[config.mk]
export PLATFORM = sky130hd
export DESIGN_NAME = led_sequencer_flat
export DESIGN_NICKNAME = d
export VERILOG_FILES = /design/src/rtl/led_seq_pkg.sv /design/src/rtl/led_sequencer_if.sv /design/src/rtl/led_sequencer_tick_prescaler.sv /design/src/rtl/led_sequencer.sv /design/src/flat_wrapper.sv
export SDC_FILE = /design/constraint.sdc
export NUM_CORES = 1
export LEC_CHECK = 0
export ABC_AREA = 1
export BUFFER_PORTS_ARGS = -buffer_cell sky130_fd_sc_hd__buf_4
export CORE_MARGIN = 2
export CORE_UTILIZATION = 55
export DETAILED_ROUTE_END_ITERATION = 12
export GPL_ROUTABILITY_DRIVEN = 1
export PLACE_DENSITY = 0.84
export REMOVE_ABC_BUFFERS = 1
export SLEW_MARGIN = 30
export SYNTH_ARGS = -nofsm -noshare
export SYNTH_HDL_FRONTEND = slang
export SYNTH_SLANG_ARGS = --single-unit
[constraint.sdc]
create_clock -name clk -period 2.37 [get_ports clk]
set_clock_uncertainty 0.2 [all_clocks]
set_input_delay 0 -clock clk [delete_from_list [all_inputs] [get_ports clk]]
set_output_delay 0 -clock clk [all_outputs]
set_load 0.02 [all_outputs]
[src/rtl/led_seq_pkg.sv]
// ============================================================================
// Module   : led_seq_pkg
// Brief    : Shared state and count-mode encodings for the LED sequencer.
// Revision : 1.0
// ============================================================================
`default_nettype none

package led_seq_pkg;

  typedef enum logic [1:0] {
    ST_IDLE  = 2'd0,
    ST_RUN   = 2'd1,
    ST_PAUSE = 2'd2
  } state_t;

  localparam logic [1:0] MODE_BOUNCE    = 2'd0;
  localparam logic [1:0] MODE_UP_WRAP   = 2'd1;
  localparam logic [1:0] MODE_DOWN_WRAP = 2'd2;

endpackage

`default_nettype wire

[src/rtl/led_sequencer_if.sv]
// ============================================================================
// Module   : led_sequencer_if
// Brief    : Command pulses, configuration and status bundle of the sequencer.
// Revision : 1.0
// ============================================================================
`default_nettype none

interface led_sequencer_if #(
  parameter int WIDTH = 4
);
  logic             go;
  logic             pause;
  logic             stop;
  logic             step;
  logic [1:0]       mode;
  logic [WIDTH-1:0] lo;
  logic [WIDTH-1:0] hi;
  logic [WIDTH-1:0] led;
  logic             running;
  logic             paused;
  logic             dir_up;
  logic             edge_p;

  modport master (
    output go, pause, stop, step, mode, lo, hi,
    input  led, running, paused, dir_up, edge_p
  );

  modport slave (
    input  go, pause, stop, step, mode, lo, hi,
    output led, running, paused, dir_up, edge_p
  );
endinterface

`default_nettype wire

[src/rtl/led_sequencer_tick_prescaler.sv]
// ============================================================================
// Module   : tick_prescaler
// Brief    : Free-running modulo-TICK_DIV counter emitting a one-cycle enable.
// Revision : 1.0
// ============================================================================
`default_nettype none

module tick_prescaler #(
  parameter int TICK_DIV = 2000000
) (
  input  logic clk,
  input  logic rst_btn,
  input  logic en,
  input  logic clr,
  output logic tick
);
  localparam int              CW     = $clog2(TICK_DIV);
  localparam logic [CW-1:0]   c_last = CW'(TICK_DIV - 1);

  logic [CW-1:0] r_cnt;

  // Holding the count while disabled preserves the phase across a pause.
  always_ff @(posedge clk or negedge rst_btn) begin
    if (!rst_btn) begin
      r_cnt <= '0;
    end else if (clr) begin
      r_cnt <= '0;
    end else if (en) begin
      r_cnt <= (r_cnt == c_last) ? '0 : r_cnt + 1'b1;
    end
  end

  assign tick = en && (r_cnt == c_last);

endmodule

`default_nettype wire

[src/rtl/led_sequencer.sv]
// ============================================================================
// Module   : led_sequencer
// Brief    : Run/pause/step LED counter with bounce, up-wrap and down-wrap modes.
// Revision : 1.0
// ============================================================================
`default_nettype none

module led_sequencer
  import led_seq_pkg::*;
#(
  parameter int WIDTH    = 4,
  parameter int TICK_DIV = 2000000
) (
  input  logic           clk,
  input  logic           rst_btn,
  led_sequencer_if.slave bus
);
  state_t           r_state;
  state_t           w_state_nxt;
  logic             w_go_acc;
  logic             w_adv;
  logic             w_tick;
  logic [1:0]       r_mode;
  logic [WIDTH-1:0] r_lo;
  logic [WIDTH-1:0] r_hi;
  logic [WIDTH-1:0] r_led;
  logic             r_dir;
  logic             r_edge;
  logic [WIDTH-1:0] w_h;
  logic [WIDTH-1:0] w_l;
  logic [WIDTH-1:0] w_go_h;
  logic [WIDTH-1:0] w_adv_led;
  logic             w_adv_dir;
  logic             w_adv_edge;

  tick_prescaler #(
    .TICK_DIV (TICK_DIV)
  ) u_prescaler (
    .clk     (clk),
    .rst_btn (rst_btn),
    .en      (r_state == ST_RUN),
    .clr     (w_go_acc),
    .tick    (w_tick)
  );

  // Inverted bounds collapse onto lo.
  assign w_l    = r_lo;
  assign w_h    = (r_lo > r_hi) ? r_lo : r_hi;
  assign w_go_h = (bus.lo > bus.hi) ? bus.lo : bus.hi;

  always_ff @(posedge clk or negedge rst_btn) begin
    if (!rst_btn) begin
      r_state <= ST_IDLE;
    end else begin
      r_state <= w_state_nxt;
    end
  end

  always_comb begin
    w_state_nxt = r_state;
    w_go_acc    = 1'b0;
    w_adv       = 1'b0;
    case (r_state)
      ST_IDLE: begin
        if (bus.go && !bus.stop && !bus.pause) begin
          w_go_acc    = 1'b1;
          w_state_nxt = ST_RUN;
        end
      end
      ST_RUN: begin
        if (bus.stop) begin
          w_state_nxt = ST_IDLE;
        end else if (bus.pause) begin
          w_state_nxt = ST_PAUSE;
        end else if (w_tick) begin
          w_adv = 1'b1;
        end
      end
      ST_PAUSE: begin
        if (bus.stop) begin
          w_state_nxt = ST_IDLE;
        end else if (bus.pause) begin
          w_state_nxt = ST_RUN;
        end else if (bus.step) begin
          w_adv = 1'b1;
        end
      end
      default: w_state_nxt = ST_IDLE;
    endcase
  end

  always_comb begin
    w_adv_led = r_led;
    w_adv_dir = r_dir;
    case (r_mode)
      MODE_UP_WRAP: begin
        w_adv_dir = 1'b1;
        w_adv_led = (r_led == w_h) ? w_l : r_led + 1'b1;
      end
      MODE_DOWN_WRAP: begin
        w_adv_dir = 1'b0;
        w_adv_led = (r_led == w_l) ? w_h : r_led - 1'b1;
      end
      default: begin
        // Bounce reverses on the endpoint itself, so there is no dwell.
        if (w_h == w_l) begin
          w_adv_led = w_l;
        end else if (r_dir) begin
          if (r_led == w_h) begin
            w_adv_led = w_h - 1'b1;
            w_adv_dir = 1'b0;
          end else begin
            w_adv_led = r_led + 1'b1;
          end
        end else begin
          if (r_led == w_l) begin
            w_adv_led = w_l + 1'b1;
            w_adv_dir = 1'b1;
          end else begin
            w_adv_led = r_led - 1'b1;
          end
        end
      end
    endcase
    w_adv_edge = (w_adv_dir && (w_adv_led == w_h)) ||
                 (!w_adv_dir && (w_adv_led == w_l));
  end

  always_ff @(posedge clk or negedge rst_btn) begin
    if (!rst_btn) begin
      r_mode <= MODE_BOUNCE;
      r_lo   <= '0;
      r_hi   <= '0;
      r_led  <= '0;
      r_dir  <= 1'b1;
      r_edge <= 1'b0;
    end else begin
      r_edge <= 1'b0;
      if (w_go_acc) begin
        r_mode <= bus.mode;
        r_lo   <= bus.lo;
        r_hi   <= bus.hi;
        if (bus.mode == MODE_DOWN_WRAP) begin
          r_led <= w_go_h;
          r_dir <= 1'b0;
        end else begin
          r_led <= bus.lo;
          r_dir <= 1'b1;
        end
      end else if (w_adv) begin
        r_led  <= w_adv_led;
        r_dir  <= w_adv_dir;
        r_edge <= w_adv_edge;
      end
    end
  end

  assign bus.led     = r_led;
  assign bus.dir_up  = r_dir;
  assign bus.edge_p  = r_edge;
  assign bus.running = (r_state == ST_RUN);
  assign bus.paused  = (r_state == ST_PAUSE);

endmodule

`default_nettype wire

[src/flat_wrapper.sv]
// flat-port wrapper written by rule: the top's interface ports become plain ports
module led_sequencer_flat import led_seq_pkg::*;
#(
  parameter int WIDTH    = 4,
  parameter int TICK_DIV = 2000000
)
  (clk, rst_btn, bus_go, bus_pause, bus_stop, bus_step, bus_mode, bus_lo, bus_hi, bus_led, bus_running, bus_paused, bus_dir_up, bus_edge_p);
  led_sequencer_if #(.WIDTH(WIDTH)) bus_i ();
  input  logic clk;
  input  logic rst_btn;
  input wire logic [$bits(bus_i.go)-1:0] bus_go;
  input wire logic [$bits(bus_i.pause)-1:0] bus_pause;
  input wire logic [$bits(bus_i.stop)-1:0] bus_stop;
  input wire logic [$bits(bus_i.step)-1:0] bus_step;
  input wire logic [$bits(bus_i.mode)-1:0] bus_mode;
  input wire logic [$bits(bus_i.lo)-1:0] bus_lo;
  input wire logic [$bits(bus_i.hi)-1:0] bus_hi;
  output wire logic [$bits(bus_i.led)-1:0] bus_led;
  output wire logic [$bits(bus_i.running)-1:0] bus_running;
  output wire logic [$bits(bus_i.paused)-1:0] bus_paused;
  output wire logic [$bits(bus_i.dir_up)-1:0] bus_dir_up;
  output wire logic [$bits(bus_i.edge_p)-1:0] bus_edge_p;
  assign bus_i.go = bus_go;
  assign bus_i.pause = bus_pause;
  assign bus_i.stop = bus_stop;
  assign bus_i.step = bus_step;
  assign bus_i.mode = bus_mode;
  assign bus_i.lo = bus_lo;
  assign bus_i.hi = bus_hi;
  assign bus_led = bus_i.led;
  assign bus_running = bus_i.running;
  assign bus_paused = bus_i.paused;
  assign bus_dir_up = bus_i.dir_up;
  assign bus_edge_p = bus_i.edge_p;
  led_sequencer #(.WIDTH(WIDTH), .TICK_DIV(TICK_DIV)) u_core (.clk(clk), .rst_btn(rst_btn), .bus(bus_i));
endmodule
# Word level (Yosys, flattened, before mapping)
# Cells that the tools add are included.
# op_classes
n_addsub,5
n_lt_le_gt_ge,2
eq_ne,14
n_mux,40
n_reduce_logical,13
# ops
operator,count
$mux 21,3
$mux 4,11
$add 21x1->21 const B,1
$eq 21x21->1 const B,1
$eq 4x4->1,5
$mux 1,17
$mux 2,5
$add 4x1->4 const B,2
$gt 4x4->1,2
$pmux 4 s2,1
$sub 4x1->4 const B,2
$eq 2x2->1 const B,3
$ne 3x3->1 const B,2
$pmux 2 s3,1
$logic_and 1x1->1,5
$eq 2x1->1 const B,2
$pmux 1 s2,2
$reduce_bool 2->1,2
$logic_not 1->1,3
$reduce_and 3->1,1
$logic_not 2->1,1
$ne 2x1->1 const B,1
$logic_or 1x1->1,1
# word_totals
register_bits,39
input_bits,16
out_inout_bits,8
elab_cells,82

# Longest topological paths before layout
# depth
ltp_word,12
mapped_depth,25
depth_no_buf,25

# Hierarchy
# A second synthesis with hierarchy kept.
# unflattened
hier_cells,519
hier_area_um2,3372.0
# by_module_without_submodules
module,instances,cells_per_inst,area_per_inst_um2,seq_area_each_um2
led_sequencer,1,332,2050.7,451.7
tick_prescaler,1,187,1321.3,525.5

# Least setup slack after synthesis
# Ideal clock, no wire load.
# synth_path
kind,register to register
from,register u_core.r_lo[0]
to,register u_core.r_edge (netlist: u_core.bus.edge_p)
setup_ns,0.116
arrival_ns,2.214
required_ns,2.054
slack_ns,-0.160
path_stages_with_launch,18
n_path_buf,0
period_less_slack_ns,2.530
cell_sequence,dfrtp_1 inv_1 ha_1 nand3_2 nand2_4 nand2_2 nand3_1 nand2_2 nor2_4 nand2_4 o211ai_1 nand3_1 nand2_2 nand2_1 nand2_1 nor2_1 nand2_1 nand2_1
# synth_via
elab_chain_cells,12
elab_cells_between_ends,27
classes_between,add/sub (2); order compare (1); eq/ne (5); mux (15); reduce/logical (4)
# synth_rtl
item,line_no,source
start: declaration,led_sequencer.sv:24,logic [WIDTH-1:0] r_lo;
start signal: assignment,led_sequencer.sv:141,r_lo <= bus.lo;
$gt 4x4->1,led_sequencer.sv:48,assign w_h = (r_lo > r_hi) ? r_lo : r_hi;
$mux 4,led_sequencer.sv:48,
$sub 4x1->4 / $eq 4x4->1 (equally long branches),"led_sequencer.sv:110, led_sequencer.sv:98, led_sequencer.sv:109",
$mux 4 / $mux 1 (equally long branches),led_sequencer.sv:109,if (r_led == w_h) begin
$mux 4 / $mux 1 (equally long branches),led_sequencer.sv:108,end else if (r_dir) begin
$mux 4 / $mux 1 (equally long branches),led_sequencer.sv:106,if (w_h == w_l) begin
$pmux 4 s2 / $pmux 1 s2 (equally long branches),led_sequencer.sv:95,case (r_mode)
"$eq 4x4->1, or another cell as far along",led_sequencer.sv:125,w_adv_edge = (w_adv_dir && (w_adv_led == w_h)) ||
"$logic_and 1x1->1, on equally long branches","led_sequencer.sv:125, led_sequencer.sv:126",
$logic_or 1x1->1 *,led_sequencer.sv:125,
$mux 1 *,led_sequencer.sv:150,end else if (w_adv) begin
$mux 1 *,led_sequencer.sv:139,if (w_go_acc) begin
end signal: assignment,led_sequencer.sv:153,r_edge <= w_adv_edge;
end: declaration,led_sequencer.sv:28,logic r_edge;
# Mark *: on every way between the ends. The rest lies on a longest branch, timed or not.
# A chain may end at the register's enable or synchronous reset.

# Worst setup path after layout
# layout_path
from,register u_core.r_lo[3]
to,register u_core.r_edge (netlist: u_core.bus.edge_p)
# The elaborated chain is that of the path after synthesis.

==> impl_results.md <==
* Worst Setup End Kind: flop
* Total I/O pin count at 24
* Nets at 611
* DRC viols at 0
* DIE WIDTH at 81.5 um
* Number of port buffers at 23
* Share of cells above drive strength 1 at 32.5%
* CTS tree: built
* Synthesized flop and latch total at 39
* Longest Clk Path Bufs at 2
* MaxCap Viol Count at 0
* Clk sinks at 39
* Insertion delay to the later sink of the worst-skew pair at 290 ps
* EDFF count, synth at 0
* Critical Path RT at 2360 ps
* Critical Path Fanout Max at 7
* Post-Route WL at 10.8 mm
* Overflow after GRT at 0
* CP Class: flop to flop
* Final Cycle Share at 119%
* Syn Inst Count at 486
* Die Y at 81.5 um
* First-pass GRT wire length at 16.9 mm
* Clock root buffer: clkbuf_8
* Max Clock Freq at 0.354 GHz
* Top FF cell, synth: dfrtp_1
* Startpoint Class: flop
* Full die area at 0.00663 sq mm
* Arrival @ worst endpoint at 2810 ps
* Largest net degree at the start of global routing at 40
* Global placement routability congestion at 0.925
* Min cycle time layout at 2820 ps
* Wire per inst at 16.5 um
* Via-to-Cell Ratio at 5.93
* Final antenna-violating net count at 0
* Hold Path Class: primary input to asynchronous set/reset pin
* Worst-Margin Slew at 498 ps
* Sequential area share after synthesis at 29.6%
* Initial Util at 56.4%
* Failing checks: negative setup slack
* Num rows at 28
* DRT Pass-1 Iters at 5
* Setup violators final at 6
* H-tree depth at 2
* Final Cell Area at 0.00457 sq mm
* Post-Synthesis Cell Area at 0.00330 sq mm
* Ant. Diodes at 0
* Unrepaired setup endpoints after global routing: true
* Fill cell count at 380
* Status: complete, but fails checks
* Reg clk slew, reported paths at 80 ps
* Iter 0 DRT Violations at 305
* Syn avg cell area at 6.79 sq um
* Initial antenna violation count at 0
* Fin. max-slew vios at 0
* Asr flop ratio synth at 100%
* Final WS setup at -452 ps
* Number of synthesis warnings at 0
* Post-detail-place hpwl at 7.29 mm
* Total Routing Usage GR at 32.9%
* Placed cell area at 0.00386 sq mm
* Slew HR at 66.8%
* Vias in the first global route at 3804
* Reg area at 977 sq um
* CTS Buf Count at 5
* Final count of hold timing violations at 0
* Area of the multi-input gates at 0.00237 sq mm
* Routed via count at 3871
* Core ar. at 0.00585 sq mm
* Area Overhead vs Synth at 38.5%
* Unique masters post-synth at 41
==> metal layers <==
metal	part of all wire, %	routed length (um)	global-route usage, %
met5	0	0	0
met4	4.9	524	19.3
met3	7.4	794	5.82
met2	51	5510	58.9
met1	37	3930	36.3
==> final timing paths <==
| path | startpoint | to | cells after the start | slack (ps) |
|---|---|---|---|---|
| min in group clk | bus_step | u_core.bus.dir_up$_DFFE_PN1P_ | 5 | 80 |
| worst min-delay path | rst_btn | u_core.u_prescaler.r_cnt[16]$_DFFE_PN0P_ | 2 | 20 |
| max in group asynchronous | rst_btn | u_core.bus.dir_up$_DFFE_PN1P_ | 2 | 1590 |
| worst min register to register | u_core.u_prescaler.r_cnt[13]$_DFFE_PN0P_ | u_core.u_prescaler.r_cnt[13]$_DFFE_PN0P_ | 1 | 300 |
| worst max register to register | u_core.r_lo[3]$_DFFE_PN0P_ | u_core.bus.edge_p$_DFF_PN0_ | 22 | -450 |
| worst max-delay path | u_core.r_lo[3]$_DFFE_PN0P_ | u_core.bus.edge_p$_DFF_PN0_ | 22 | -450 |
==> kinds of logic (layout without fill, tap and decap cells) <==
group                      Yosys count  after routing  share of synthesized area (%)
AOI/OAI and AO/OA                   80             80                           14.5
xor gates and xnor gates            12             12                           3.19
adders and majority gates           18             18                           6.83
buffers and inverters               83            173                           9.86
DFF                                 39             39                           29.6
and+or+nand+nor                    254            256                           36.0
==> layout by cell type, fill, tap and decap left out, drive strengths merged, types with 2 or more instances in the layout <==
cell	instances
a21oi	21
a22oi	3
a31oi	3
buf	77
clkbuf	6
dfrtp	38
dlygate4sd3	15
ha	18
inv	73
nand2	139
nand3	52
nand4	7
nor2	37
nor3	15
nor4	3
o211ai	7
o21a	2
o21ai	31
o22ai	4
o31ai	2
or2	2
xnor2	2
xor2	10
==> cell usage after synthesis, types with 5 or more instances <==
master	number	area share [%]
nand3_1	48	7.3
a21oi_1	20	3.0
ha_1	18	6.8
nor2_1	31	3.5
o21ai_0	27	4.1
nand2_2	21	4.0
nor3_1	15	2.3
nand2_1	113	13
nor2_2	5	0.95
o211ai_1	6	1.4
buf_2	5	0.76
nand4_1	7	1.3
inv_1	69	7.8
dfrtp_1	38	29
xor2_1	10	2.7
==> final cells by class <==
cell class	instances	area share, %
inverters	73	6.16
multi-input cells	366	51.8
clock buffers	6	1.81
well taps	75	2.05
repair buffers	92	16.0
flip-flops and latches	39	21.4
clock inverters	2	0.767
==> worst max-delay path: stages, from the launching register on <==
cell and delay [ps]:
dfrtp_1 430, ha_4 320, nand2_4 60, inv_4 70
nand2_4 80, nand2_2 130, nand3_1 160, nand3_1 170
nand2_2 90, nand2_4 100, inv_4 50, nand2_4 110
nand2_2 70, o21ai_1 70, nand2_1 60, nand2_1 90
nand2_2 100, nand2_2 100, nand2_2 60, nand2_2 60
nor2_1 30, nand2_1 50, nand2_1 50
==> metrics by stage <==
stage / hold WS [ps] / std cells / TNS (ps) / util (%) / setup WS [ps]
final: 16.2 / 653 / -2060 / 78.1 / -452
after global routing: 73.8 / 653 / -3050 / 78.1 / -606
after CTS: 27.2 / 650 / -1120 / 74.1 / -282
after global placement: -207 / 620 / -1170 / 66.0 / -305
after detailed placement: -203 / 620 / -1770 / 66.0 / -414
after floorplan: -496 / 476 / -640 / - / -205
==> registers in the layout, summed over array words and instances, names as in the netlist <==
signal	count
u_core.r_lo	4
u_core.r_hi	4
u_core.bus.dir_up	1
u_core.r_state	2
u_core.u_prescaler.r_cnt	21
u_core.bus.edge_p	1
u_core.bus.led	4
u_core.r_mode	2
==> timing repair <==
item | in CTS | in global routing
endpoints found under the hold margin | 55 | 0
pin swaps | 23 | 40
hold buffers | 15 | 0
resized for setup | 33 | 58
setup endpoints to repair | 6 | 10
cloned | 2 | 0
buffers inserted | 5 | 4
Power is left out: the tool's default activity adds up to more than one toggle a clock period on the data nets, which glitch-free logic cannot reach.
